==> src/rtl/aes_key_sched.sv <==
// aes_key_sched: run-time 128/192/256-bit AES key expander streaming
// round keys forward, reversed or replayed from a round-key store.
module aes_key_sched #(
  parameter int MAX_NK = 8,
  parameter bit REV_EN = 1'b1
) (
  input  logic         clk,
  input  logic         reset,
  input  logic         start,
  input  logic [1:0]   keylen,
  input  logic         reverse,
  input  logic         replay,
  input  logic [255:0] key,
  output logic         busy,
  output logic         err,
  output logic         rk_valid,
  input  logic         rk_ready,
  output logic [127:0] rk,
  output logic [3:0]   rk_idx,
  output logic         rk_last
);

  localparam logic [1:0] IDLE  = 2'd0;
  localparam logic [1:0] GEN   = 2'd1;
  localparam logic [1:0] FILL  = 2'd2;
  localparam logic [1:0] DRAIN = 2'd3;

  localparam logic [2047:0] SBOX = {
    128'h637c777bf26b6fc53001672bfed7ab76,
    128'hca82c97dfa5947f0add4a2af9ca472c0,
    128'hb7fd9326363ff7cc34a5e5f171d83115,
    128'h04c723c31896059a071280e2eb27b275,
    128'h09832c1a1b6e5aa0523bd6b329e32f84,
    128'h53d100ed20fcb15b6acbbe394a4c58cf,
    128'hd0efaafb434d338545f9027f503c9fa8,
    128'h51a3408f929d38f5bcb6da2110fff3d2,
    128'hcd0c13ec5f974417c4a77e3d645d1973,
    128'h60814fdc222a908846eeb814de5e0bdb,
    128'he0323a0a4906245cc2d3ac629195e479,
    128'he7c8376d8dd54ea96c56f4ea657aae08,
    128'hba78252e1ca6b4c6e8dd741f4bbd8b8a,
    128'h703eb5664803f60e613557b986c11d9e,
    128'he1f8981169d98e949b1e87e9ce5528df,
    128'h8ca1890dbfe6426841992d0fb054bb16
  };

  function automatic logic [7:0] sb(input logic [7:0] x);
    logic [10:0] b;
    b = 11'd2040 - {x, 3'b000};
    return SBOX[b +: 8];
  endfunction

  function automatic logic [31:0] subword(input logic [31:0] w);
    return {sb(w[31:24]), sb(w[23:16]), sb(w[15:8]), sb(w[7:0])};
  endfunction

  logic [1:0]       state;
  logic [3:0]       k;
  logic [1:0]       klen;
  logic             rev;
  logic [0:7][31:0] win;
  logic [2:0]       phase;
  logic [7:0]       rcon;
  logic [127:0]     store [16];
  logic             stored_ok;
  logic [1:0]       stored_len;

  logic [3:0]  nr;
  logic [3:0]  nr_in;
  logic [3:0]  nk_in;
  logic        bad;
  logic        go;
  logic        hs;
  logic        adv;
  logic        wr;
  logic        sp;
  logic        lane2;
  logic        rot;
  logic [31:0] wlast;
  logic [31:0] p1;
  logic [31:0] sb_in;
  logic [31:0] tsp;
  logic [31:0] n0;
  logic [31:0] n1;
  logic [31:0] n2;
  logic [31:0] n3;

  // request decode: key length, round count and rejection rules
  always_comb begin
    nk_in = 4'd0;
    nr_in = 4'd0;
    unique case (keylen)
      2'd0: begin nk_in = 4'd4; nr_in = 4'd10; end
      2'd1: begin nk_in = 4'd6; nr_in = 4'd12; end
      2'd2: begin nk_in = 4'd8; nr_in = 4'd14; end
      default: ;
    endcase
    bad = (keylen == 2'd3)
        || (int'(nk_in) > MAX_NK)
        || (!REV_EN && (reverse || replay))
        || (replay && !stored_ok)
        || (replay && (keylen != stored_len));
    go = (state == IDLE) && start && !bad;
  end

  // one expansion step: 4 new words, single SubWord unit on the special lane
  always_comb begin
    sp    = 1'b1;
    lane2 = 1'b0;
    rot   = 1'b1;
    wlast = win[3];
    nr    = 4'd10;
    unique case (klen)
      2'd1: begin
        wlast = win[5];
        nr    = 4'd12;
        sp    = (phase != 3'd2);
        lane2 = (phase == 3'd4);
      end
      2'd2: begin
        wlast = win[7];
        nr    = 4'd14;
        rot   = (phase == 3'd0);
      end
      default: ;
    endcase
    p1    = win[1] ^ win[0] ^ wlast;
    sb_in = lane2 ? p1 : wlast;
    if (rot) sb_in = {sb_in[23:0], sb_in[31:24]};
    tsp = subword(sb_in) ^ {(rot ? rcon : 8'h00), 24'h0};
    n0  = win[0] ^ ((sp && !lane2) ? tsp : wlast);
    n1  = win[1] ^ n0;
    n2  = win[2] ^ ((sp && lane2) ? tsp : n1);
    n3  = win[3] ^ n2;
  end

  // output stream: live window in GEN, stored schedule in DRAIN
  always_comb begin
    rk = '0;
    unique case (state)
      GEN:     rk = {win[0], win[1], win[2], win[3]};
      DRAIN:   rk = REV_EN ? store[k] : '0;
      default: ;
    endcase
    busy     = (state != IDLE);
    rk_valid = (state == GEN) || (state == DRAIN);
    rk_idx   = rk_valid ? k : 4'd0;
    rk_last  = rk_valid && (rev ? (k == 4'd0) : (k == nr));
    hs       = rk_valid && rk_ready;
    adv      = ((state == GEN) && hs && (k != nr))
            || ((state == FILL) && (k != nr));
    wr       = ((state == GEN) && hs) || (state == FILL);
  end

  // control FSM, round counter and stored-schedule bookkeeping
  always_ff @(posedge clk) begin
    if (reset) begin
      state      <= IDLE;
      k          <= 4'd0;
      klen       <= 2'd0;
      rev        <= 1'b0;
      stored_ok  <= 1'b0;
      stored_len <= 2'd0;
      err        <= 1'b0;
    end else begin
      err <= 1'b0;
      unique case (state)
        IDLE: if (start) begin
          if (bad) begin
            err <= 1'b1;
          end else begin
            klen <= keylen;
            rev  <= reverse;
            k    <= (replay && reverse) ? nr_in : 4'd0;
            if (replay) begin
              state <= DRAIN;
            end else begin
              stored_ok  <= 1'b0;
              stored_len <= keylen;
              state      <= reverse ? FILL : GEN;
            end
          end
        end
        GEN: if (hs) begin
          if (k == nr) begin
            stored_ok <= 1'b1;
            state     <= IDLE;
          end else begin
            k <= k + 4'd1;
          end
        end
        FILL: begin
          if (k == nr) begin
            stored_ok <= 1'b1;
            state     <= DRAIN;
          end else begin
            k <= k + 4'd1;
          end
        end
        DRAIN: if (hs) begin
          if (rk_last) state <= IDLE;
          else if (rev) k <= k - 4'd1;
          else k <= k + 4'd1;
        end
      endcase
    end
  end

  // expansion window: load key at start, slide by 4 words per step
  always_ff @(posedge clk) begin
    if (reset) begin
      win   <= '0;
      phase <= 3'd0;
      rcon  <= 8'h01;
    end else if (go && !replay) begin
      win   <= key;
      phase <= 3'd0;
      rcon  <= 8'h01;
    end else if (adv) begin
      unique case (klen)
        2'd1: begin
          win[0] <= win[4];
          win[1] <= win[5];
          win[2] <= n0;
          win[3] <= n1;
          win[4] <= n2;
          win[5] <= n3;
          phase  <= (phase == 3'd0) ? 3'd4 :
                    (phase == 3'd4) ? 3'd2 : 3'd0;
        end
        2'd2: begin
          win[0] <= win[4];
          win[1] <= win[5];
          win[2] <= win[6];
          win[3] <= win[7];
          win[4] <= n0;
          win[5] <= n1;
          win[6] <= n2;
          win[7] <= n3;
          phase  <= phase ^ 3'd4;
        end
        default: begin
          win[0] <= n0;
          win[1] <= n1;
          win[2] <= n2;
          win[3] <= n3;
          phase  <= 3'd0;
        end
      endcase
      if (sp && rot)
        rcon <= {rcon[6:0], 1'b0} ^ (rcon[7] ? 8'h1b : 8'h00);
    end
  end

  // round-key store written as keys are produced
  always_ff @(posedge clk) begin
    if (REV_EN && wr) store[k] <= {win[0], win[1], win[2], win[3]};
  end

endmodule

==> config.mk <==
export PLATFORM = sky130hd
export DESIGN_NAME = aes_key_sched
export DESIGN_NICKNAME = d
export VERILOG_FILES = /design/src/rtl/aes_key_sched.sv
export SDC_FILE = /design/constraint.sdc
export NUM_CORES = 2
export LEC_CHECK = 0
export ABC_AREA = 1
export BUFFER_PORTS_ARGS = -buffer_cell sky130_fd_sc_hd__clkbuf_2
export CAP_MARGIN = 5
export CORE_AREA = 2 2 359 503
export CTS_CLUSTER_DIAMETER = 120
export DETAILED_ROUTE_END_ITERATION = 10
export DIE_AREA = 0 0 361 505
export GPL_TIMING_DRIVEN = 0
export PLACE_DENSITY = 0.82
export SETUP_SLACK_MARGIN = 0.15
export SKIP_CTS_REPAIR_TIMING = 1
export SYNTH_ARGS = -nofsm -noshare
export SYNTH_HDL_FRONTEND = slang
export SYNTH_SLANG_ARGS = --single-unit
==> constraint.sdc <==
create_clock -name clk -period 26.4 [get_ports clk]
set_input_delay 1.32 -clock clk [delete_from_list [all_inputs] [get_ports clk]]
set_output_delay 1.32 -clock clk [all_outputs]
set_load 0.005 [all_outputs]
==> results of run 1 <==
==> cells in the mapped netlist, drive strengths merged <==
cell     count
inv        378
and2         3
o2111ai      1
nand3     1721
o211ai     100
clkinv       5
o221ai     225
a22o         2
dfxtp      283
a21oi      393
xnor2       16
a211oi       6
buf        256
or2         46
o21ai     1681
o22ai      293
nand3b       8
a21boi       1
edfxtp    2048
a21o         2
xor2        51
o21bai       1
nor2      1452
nor3b        1
nand2     2042
ha          58
a32o        24
clkbuf     618
nand4       16
nor3        12
o211a        2
a31oi      166
a41oi        1
==> metrics by stage <==
stage | area (um^2) | hold WS [ns] | setup slack (ns)
after floorplan | 113000 | 0.441 | 15.40
after global placement | 118000 | 0.458 | 6.14
after detailed placement | 120000 | 0.466 | 18.97
after CTS | 127000 | 0.475 | 17.89
==> per-layer routing <==
metal | GRT overflow | global-route usage
met5 | 0 | 0.376
met4 | 17 | 0.762
met3 | 0 | 0.626
met2 | 6 | 0.911
met1 | 0 | 0.754
==> cells by family after synthesis <==
kind of cell    synth area share
fa+ha+maj                0.00640
buf+inv                   0.0467
simple gates               0.203
flops                      0.592
xor+xnor                 0.00524
compound gates             0.146
==> impl_results.html, run 1 <==
<table>
<tr><th>Metric</th><th>Value</th></tr>
<tr><th colspan="2">Status</th></tr>
<tr><td>Run status</td><td>aborted with a tool error</td></tr>
<tr><td>Stage reached</td><td>5_1_grt</td></tr>
<tr><td>Run-stopping error</td><td>[ERROR GRT-0116] Global routing finished with congestion. Check the congestion regions in the DRC Viewer.</td></tr>
<tr><th colspan="2">Synth</th></tr>
<tr><td>Post-synth top area cell</td><td>sky130_fd_sc_hd__edfxtp_1</td></tr>
<tr><td>#FFs+latches synth</td><td>2331</td></tr>
<tr><td>Average cell area after synthesis</td><td>9.52 um^2</td></tr>
<tr><td>Most area-consuming cells after synthesis</td><td>sky130_fd_sc_hd__edfxtp_1 (54%), sky130_fd_sc_hd__nand3_1 (7.3%), sky130_fd_sc_hd__o21ai_0 (7.1%)</td></tr>
<tr><td>Synth Instances</td><td>11900</td></tr>
<tr><td>Net count of the mapped netlist</td><td>12200</td></tr>
<tr><td>Syn. warnings</td><td>0</td></tr>
<tr><td>Top-area cell type share of the netlist area</td><td>0.542</td></tr>
<tr><td>Synth Cell Area</td><td>113000 um^2</td></tr>
<tr><td>Number of distinct library cell variants in the gate-level netlist after synthesis</td><td>55</td></tr>
<tr><td>Sequential cell area fraction in the yosys report</td><td>0.592</td></tr>
<tr><th colspan="2">Clocking</th></tr>
<tr><td>Sinks on Clock Net</td><td>2331</td></tr>
<tr><td>Deepest clock path buffer count</td><td>3</td></tr>
<tr><td>Htree depth</td><td>4</td></tr>
<tr><td>Root Buffer</td><td>sky130_fd_sc_hd__clkbuf_16</td></tr>
<tr><td>Inserted Clock Buffers</td><td>197</td></tr>
<tr><th colspan="2">Placed design</th></tr>
<tr><td>I/O Buffers</td><td>399</td></tr>
<tr><td>Cell Count Post-Placement</td><td>14700</td></tr>
<tr><td>Sum of net half-perimeters after detailed placement</td><td>441 mm</td></tr>
<tr><td>Routability congestion estimate</td><td>1.40</td></tr>
<tr><th colspan="2">Global route</th></tr>
<tr><td>Global router's overall resource usage</td><td>0.761</td></tr>
<tr><td>Number of global-route vias before repair</td><td>roughly 130k</td></tr>
<tr><td>Global-route wire length before repair</td><td>around 1000 mm</td></tr>
<tr><td>Remaining global-route overflow</td><td>23</td></tr>
<tr><td>Pin count of the biggest net entering global routing</td><td>30</td></tr>
<tr><th colspan="2">Die</th></tr>
<tr><td>Initial core utilization</td><td>0.639</td></tr>
<tr><td>Std cell rows</td><td>183</td></tr>
<tr><td>Die span in y</td><td>roughly 510 um</td></tr>
<tr><td>Width of the die</td><td>361 um</td></tr>
<tr><td>IO Count</td><td>400</td></tr>
</table>
==> run 2: changes to the inputs <==
CORE_AREA = 2 2 536 538   (was 2 2 359 503)
CTS_CLUSTER_DIAMETER = unset   (was 120)
DIE_AREA = 0 0 538 540   (was 0 0 361 505)
PLACE_DENSITY = unset   (was 0.82)
PLACE_DENSITY_LB_ADDON = 0.15   (was unset)
SETUP_SLACK_MARGIN = unset   (was 0.15)
==> run 2 against run 1 <==
The flow now finishes, with violations (max-capacitance violations, max-slew violations). Synthesized cell count unchanged. Synthesized area stayed put.
==> impl_results.html, run 2 <==
<table>
<tr><th>Metric</th><th>Value</th></tr>
<tr><th colspan="2">Synth</th></tr>
<tr><td>Synth Cell Area</td><td>113000 um^2 (unchanged)</td></tr>
<tr><td>Count of flip-flops with a built-in enable after synthesis</td><td>2048 (unchanged)</td></tr>
<tr><td>Top-area cell type share of the netlist area</td><td>0.542 (unchanged)</td></tr>
<tr><td>Share of the synthesized netlist area taken by xor and xnor gates</td><td>0.00524 (unchanged)</td></tr>
<tr><td>Post-synth top area cell</td><td>sky130_fd_sc_hd__edfxtp_1</td></tr>
<tr><td>Cell with the most instances after synthesis</td><td>sky130_fd_sc_hd__edfxtp_1</td></tr>
<tr><td>Top cell types by occurrence after synthesis</td><td>sky130_fd_sc_hd__edfxtp_1 (2048), sky130_fd_sc_hd__nand2_1 (1927), sky130_fd_sc_hd__nand3_1 (1657)</td></tr>
<tr><td>Proportion of synthesized flip-flops having asynchronous set or reset</td><td>0 (unchanged)</td></tr>
<tr><td>Post-Synth Adder-Cell Area</td><td>0.00640 (unchanged)</td></tr>
<tr><td>Largest family of logic cells by synthesized area</td><td>simple AND/OR/NAND/NOR gates</td></tr>
<tr><td>Syn. warnings</td><td>0 (unchanged)</td></tr>
<tr><td>Proportion of synthesized area in mux cells</td><td>0 (unchanged)</td></tr>
<tr><td>Sequential cell area fraction in the yosys report</td><td>0.592 (unchanged)</td></tr>
<tr><td>Post-synthesis simple-gate area fraction</td><td>0.203 (unchanged)</td></tr>
<tr><td>Most area-consuming cells after synthesis</td><td>sky130_fd_sc_hd__edfxtp_1 (54%), sky130_fd_sc_hd__nand3_1 (7.3%), sky130_fd_sc_hd__o21ai_0 (7.1%)</td></tr>
<tr><td>Number of distinct library cell variants in the gate-level netlist after synthesis</td><td>55 (unchanged)</td></tr>
<tr><td>Compound-gate portion of the synthesized area</td><td>0.146 (unchanged)</td></tr>
<tr><td>#FFs+latches synth</td><td>2331 (unchanged)</td></tr>
<tr><td>Synth Instances</td><td>11900 (unchanged)</td></tr>
<tr><td>Average cell area after synthesis</td><td>9.52 um^2 (unchanged)</td></tr>
<tr><td>Net count of the mapped netlist</td><td>12200 (unchanged)</td></tr>
<tr><td>Main flop type after synthesis</td><td>sky130_fd_sc_hd__edfxtp_1</td></tr>
<tr><th colspan="2">Timing</th></tr>
<tr><td>Remaining max-slew budget at the tightest pin</td><td>-0.136</td></tr>
<tr><td>Final number of max-transition violations</td><td>88</td></tr>
<tr><td>Max Clock Freq</td><td>110 MHz</td></tr>
<tr><td>Setup slack after layout</td><td>17.34 ns</td></tr>
<tr><td>Accumulated negative setup slack</td><td>0 ns</td></tr>
<tr><td>Pin slew with the least headroom to its limit</td><td>1.69 ns</td></tr>
<tr><td>Setup repair after global routing missed its margin</td><td>false</td></tr>
<tr><td>Number of endpoints with negative hold slack in the final report</td><td>0</td></tr>
<tr><td>Setup skew after layout</td><td>0.0871 ns</td></tr>
<tr><td>Final worst-path cycle share</td><td>0.343</td></tr>
<tr><td>Final setup vio count</td><td>0</td></tr>
<tr><td>Minimum clock period</td><td>a little over 9 ns</td></tr>
<tr><th colspan="2">Setup path</th></tr>
<tr><td>Register-to-Register Setup Slack</td><td>18.88 ns</td></tr>
<tr><td>Nature of the critical path endpoint</td><td>output pin</td></tr>
<tr><td>Buffers &amp; Inverters on Critical Path</td><td>5</td></tr>
<tr><td>Worst R2R Start</td><td>win[249]$_SDFFE_PP0P_</td></tr>
<tr><td>Worst r2r dst</td><td>win[154]$_SDFFE_PP0P_</td></tr>
<tr><td>Series of cell instances along the critical path</td><td>clkbuf_1 -&gt; clkbuf_1 -&gt; clkbuf_1 -&gt; clkbuf_1 -&gt; nor2_1 -&gt; o221ai_1 -&gt; o21ai_0 -&gt; a21oi_1 -&gt; o21ai_0 -&gt; o21ai_0 -&gt; clkbuf_2</td></tr>
<tr><td>Startpoint class of the critical path</td><td>flip-flop</td></tr>
<tr><td>Largest fanout on the critical path</td><td>10</td></tr>
<tr><td>Most used cell along the critical path</td><td>sky130_fd_sc_hd__clkbuf_1</td></tr>
<tr><td>Critical Path Slowest Stage Cell</td><td>sky130_fd_sc_hd__clkbuf_1</td></tr>
<tr><td>Arrival time worst endpoint</td><td>7.74 ns</td></tr>
<tr><td>Required time of the worst setup path</td><td>25.08 ns</td></tr>
<tr><td>Delay of the slowest cell on the worst path</td><td>1.13 ns</td></tr>
<tr><td>Type of the worst setup path</td><td>flip-flop to output pin</td></tr>
<tr><td>Worst reg2reg path depth</td><td>28</td></tr>
<tr><td>Dominant delay contributor by cell family on the critical path</td><td>buffers and inverters</td></tr>
<tr><th colspan="2">Layout</th></tr>
<tr><td>Largest regs</td><td>store: 2048 flops, win: 256 flops, rcon: 8 flops</td></tr>
<tr><td>Reg with most FFs</td><td>store</td></tr>
<tr><td>Sequential cell area in the final layout</td><td>about 67000 um^2</td></tr>
<tr><td>Core occupancy in the finished layout</td><td>0.459</td></tr>
<tr><td>Cell area after layout</td><td>131000 um^2</td></tr>
<tr><td>Most frequent cells in the layout</td><td>sky130_fd_sc_hd__edfxtp_1 (2048), sky130_fd_sc_hd__nand2_1 (1927), sky130_fd_sc_hd__nand3_1 (1657), sky130_fd_sc_hd__o21ai_0 (1614), sky130_fd_sc_hd__nor2_1 (1423)</td></tr>
<tr><td>Fraction of final layout cells sized beyond drive strength 1</td><td>0.115</td></tr>
<tr><td>Nets</td><td>13000</td></tr>
<tr><td>Total area of multi-input combinational cells</td><td>41000 um^2</td></tr>
<tr><td>Most common cell after layout, fill and taps aside</td><td>sky130_fd_sc_hd__edfxtp_1</td></tr>
<tr><td>Filler cell count in the final layout</td><td>between 20000 and 30000</td></tr>
<tr><td>Area added between synthesis and finish</td><td>15.3%</td></tr>
<tr><td>Max FFs per register</td><td>2048</td></tr>
<tr><th colspan="2">Detailed routing</th></tr>
<tr><td>Number of vias in the routed layout</td><td>roughly 110k</td></tr>
<tr><td>Drt first-iter violations</td><td>around 18000</td></tr>
<tr><td>Total DRC errors in the routed layout</td><td>0</td></tr>
<tr><td>Number of nets with antenna violations after detailed routing</td><td>0</td></tr>
<tr><td>First drt pass iteration count</td><td>9</td></tr>
<tr><td>Average wire per standard cell</td><td>38.9 um</td></tr>
<tr><td>Mean number of vias per cell</td><td>6.44</td></tr>
<tr><td>Final WL</td><td>650 mm</td></tr>
<tr><th colspan="2">Worst hold path</th></tr>
<tr><td>Worst hold stages</td><td>2</td></tr>
<tr><td>Worst Hold Launch</td><td>rcon[5]$_SDFFE_PP0P_</td></tr>
<tr><td>Hold worst-path end</td><td>rcon[6]$_SDFFE_PP0P_</td></tr>
<tr><td>Type of the tightest min-delay check</td><td>flip-flop to flip-flop</td></tr>
<tr><th colspan="2">Clocking</th></tr>
<tr><td>Deepest clock path buffer count</td><td>4 (+1)</td></tr>
<tr><td>Later-pin clock latency in the skew report</td><td>0.97 ns</td></tr>
<tr><td>Sinks on Clock Net</td><td>2331 (unchanged)</td></tr>
<tr><td>CTS tree</td><td>built</td></tr>
<tr><td>Inserted Clock Buffers</td><td>241 (+22%)</td></tr>
<tr><td>Clock transition at the register clock pins on the worst setup and hold paths after CTS</td><td>0.07 ns</td></tr>
<tr><td>Root Buffer</td><td>sky130_fd_sc_hd__clkbuf_16</td></tr>
<tr><td>Htree depth</td><td>4 (unchanged)</td></tr>
<tr><th colspan="2">Power and ir drop</th></tr>
<tr><td>PwrDens</td><td>between 150 and 200 nW/um^2</td></tr>
<tr><td>Total power</td><td>around 21000 uW</td></tr>
<tr><td>Peak ir drop on the vdd network</td><td>about 0.000082 V</td></tr>
<tr><td>Static leakage</td><td>0.0468 uW</td></tr>
<tr><th colspan="2">Global route</th></tr>
<tr><td>Remaining global-route overflow</td><td>0</td></tr>
<tr><td>Global router's overall resource usage</td><td>0.434</td></tr>
<tr><td>Pin count of the biggest net entering global routing</td><td>27</td></tr>
<tr><td>Global-route wire length before repair</td><td>roughly 860 mm</td></tr>
<tr><td>Number of antenna violations at the first check in global routing</td><td>74</td></tr>
<tr><td>Number of global-route vias before repair</td><td>98400</td></tr>
<tr><th colspan="2">Die</th></tr>
<tr><td>Die span in y</td><td>540 um (+6.9%)</td></tr>
<tr><td>Std cell rows</td><td>196 (+7.1%)</td></tr>
<tr><td>Initial core utilization</td><td>0.399 (-0.240)</td></tr>
<tr><td>Area of the die</td><td>~290000 um^2</td></tr>
<tr><td>Area of the core region</td><td>284000 um^2</td></tr>
<tr><td>IO Count</td><td>400 (unchanged)</td></tr>
<tr><td>Width of the die</td><td>538 um (+49%)</td></tr>
<tr><th colspan="2">Placed design</th></tr>
<tr><td>Placement Setup Slack</td><td>18.81 ns (-0.155 ns)</td></tr>
<tr><td>Sum of net half-perimeters after detailed placement</td><td>499 mm (+13%)</td></tr>
<tr><td>Dpl cell area</td><td>123000 um^2 (+1.9%)</td></tr>
<tr><td>Routability congestion estimate</td><td>1.13 (-20%)</td></tr>
<tr><td>I/O Buffers</td><td>399 (unchanged)</td></tr>
<tr><th colspan="2">Status</th></tr>
<tr><td>Run status</td><td>finished with violations</td></tr>
<tr><td>Violations in the final reports</td><td>max-capacitance violations, max-slew violations</td></tr>
<tr><th colspan="2">Run</th></tr>
<tr><td>Maximum Capacitance Violations</td><td>10</td></tr>
</table>
run 2: cell counts after synthesis:
No cell type changed its count.
run 2: routing by layer:
metal / track usage / share of wire
met3: 0.113 / 0.12
met5: 0.00483 / 0.00056
met2: 0.628 / 0.42
met4: 0.302 / 0.085
met1: 0.565 / 0.37
run 2: how the worst max path moves through the flow:
stage	endpoint	depth (start not counted)	start
CTS	rk[9]	11	flip-flop
finish	rk[9]	11	flip-flop
floorplan	store[0][0]$_DFFE_PP_	4	rk_ready
global route	rk[9]	11	flip-flop
detailed placement	rk[9]	11	flip-flop
global placement	store[0][47]$_DFFE_PP_	5	rk_ready
run 2: power breakdown:
part           internal, uW  total, uW  leakage (uW)  switching [uW]
clock network          1950       3480       0.00386            1530
registers              4740       5690        0.0212             947
logic                  2620      11800        0.0217            9210
total                  9310      21000        0.0468           11700
run 2: tightest hold or removal path, cell delays in order, from the launching register on:
cell and delay (ns):
sky130_fd_sc_hd__dfxtp_1 0.30, sky130_fd_sc_hd__inv_1 0.07, sky130_fd_sc_hd__a21oi_1 0.06
run 2: per-stage QoR:
step / cells / hold WS (ns)
2_1_floorplan: 11900 / 0.441
3_3_place_gp: 16100 / 0.463
3_5_place_dp: 16200 / 0.463
4_1_cts: 16700 / 0.473
5_1_grt: 16700 / 0.500
6_report: 16700 / 0.478
run 2: kinds of logic (layout without fill, tap and decap cells):
logic type | count (synthesis) | after routing
AOI/OAI and AO/OA | 2898 | 2898
xor gates and xnor gates | 67 | 67
adders and majority gates | 58 | 58
buffers and inverters | 1257 | 2259
DFF | 2331 | 2331
other | 0 | 26
and+or+nand+nor | 5301 | 5301
run 2: cell type report:
class | instances | area share
antenna | 26 | 0.000498
buffer | 874 | 0.0296
clock buffer | 286 | 0.0488
clock inverter | 163 | 0.0119
inverter | 383 | 0.0110
multi-input combinational | 8324 | 0.314
sequential | 2331 | 0.514
tap | 3762 | 0.0360
timing repair buffer | 553 | 0.0342
Power figures use the tool's default switching activity.
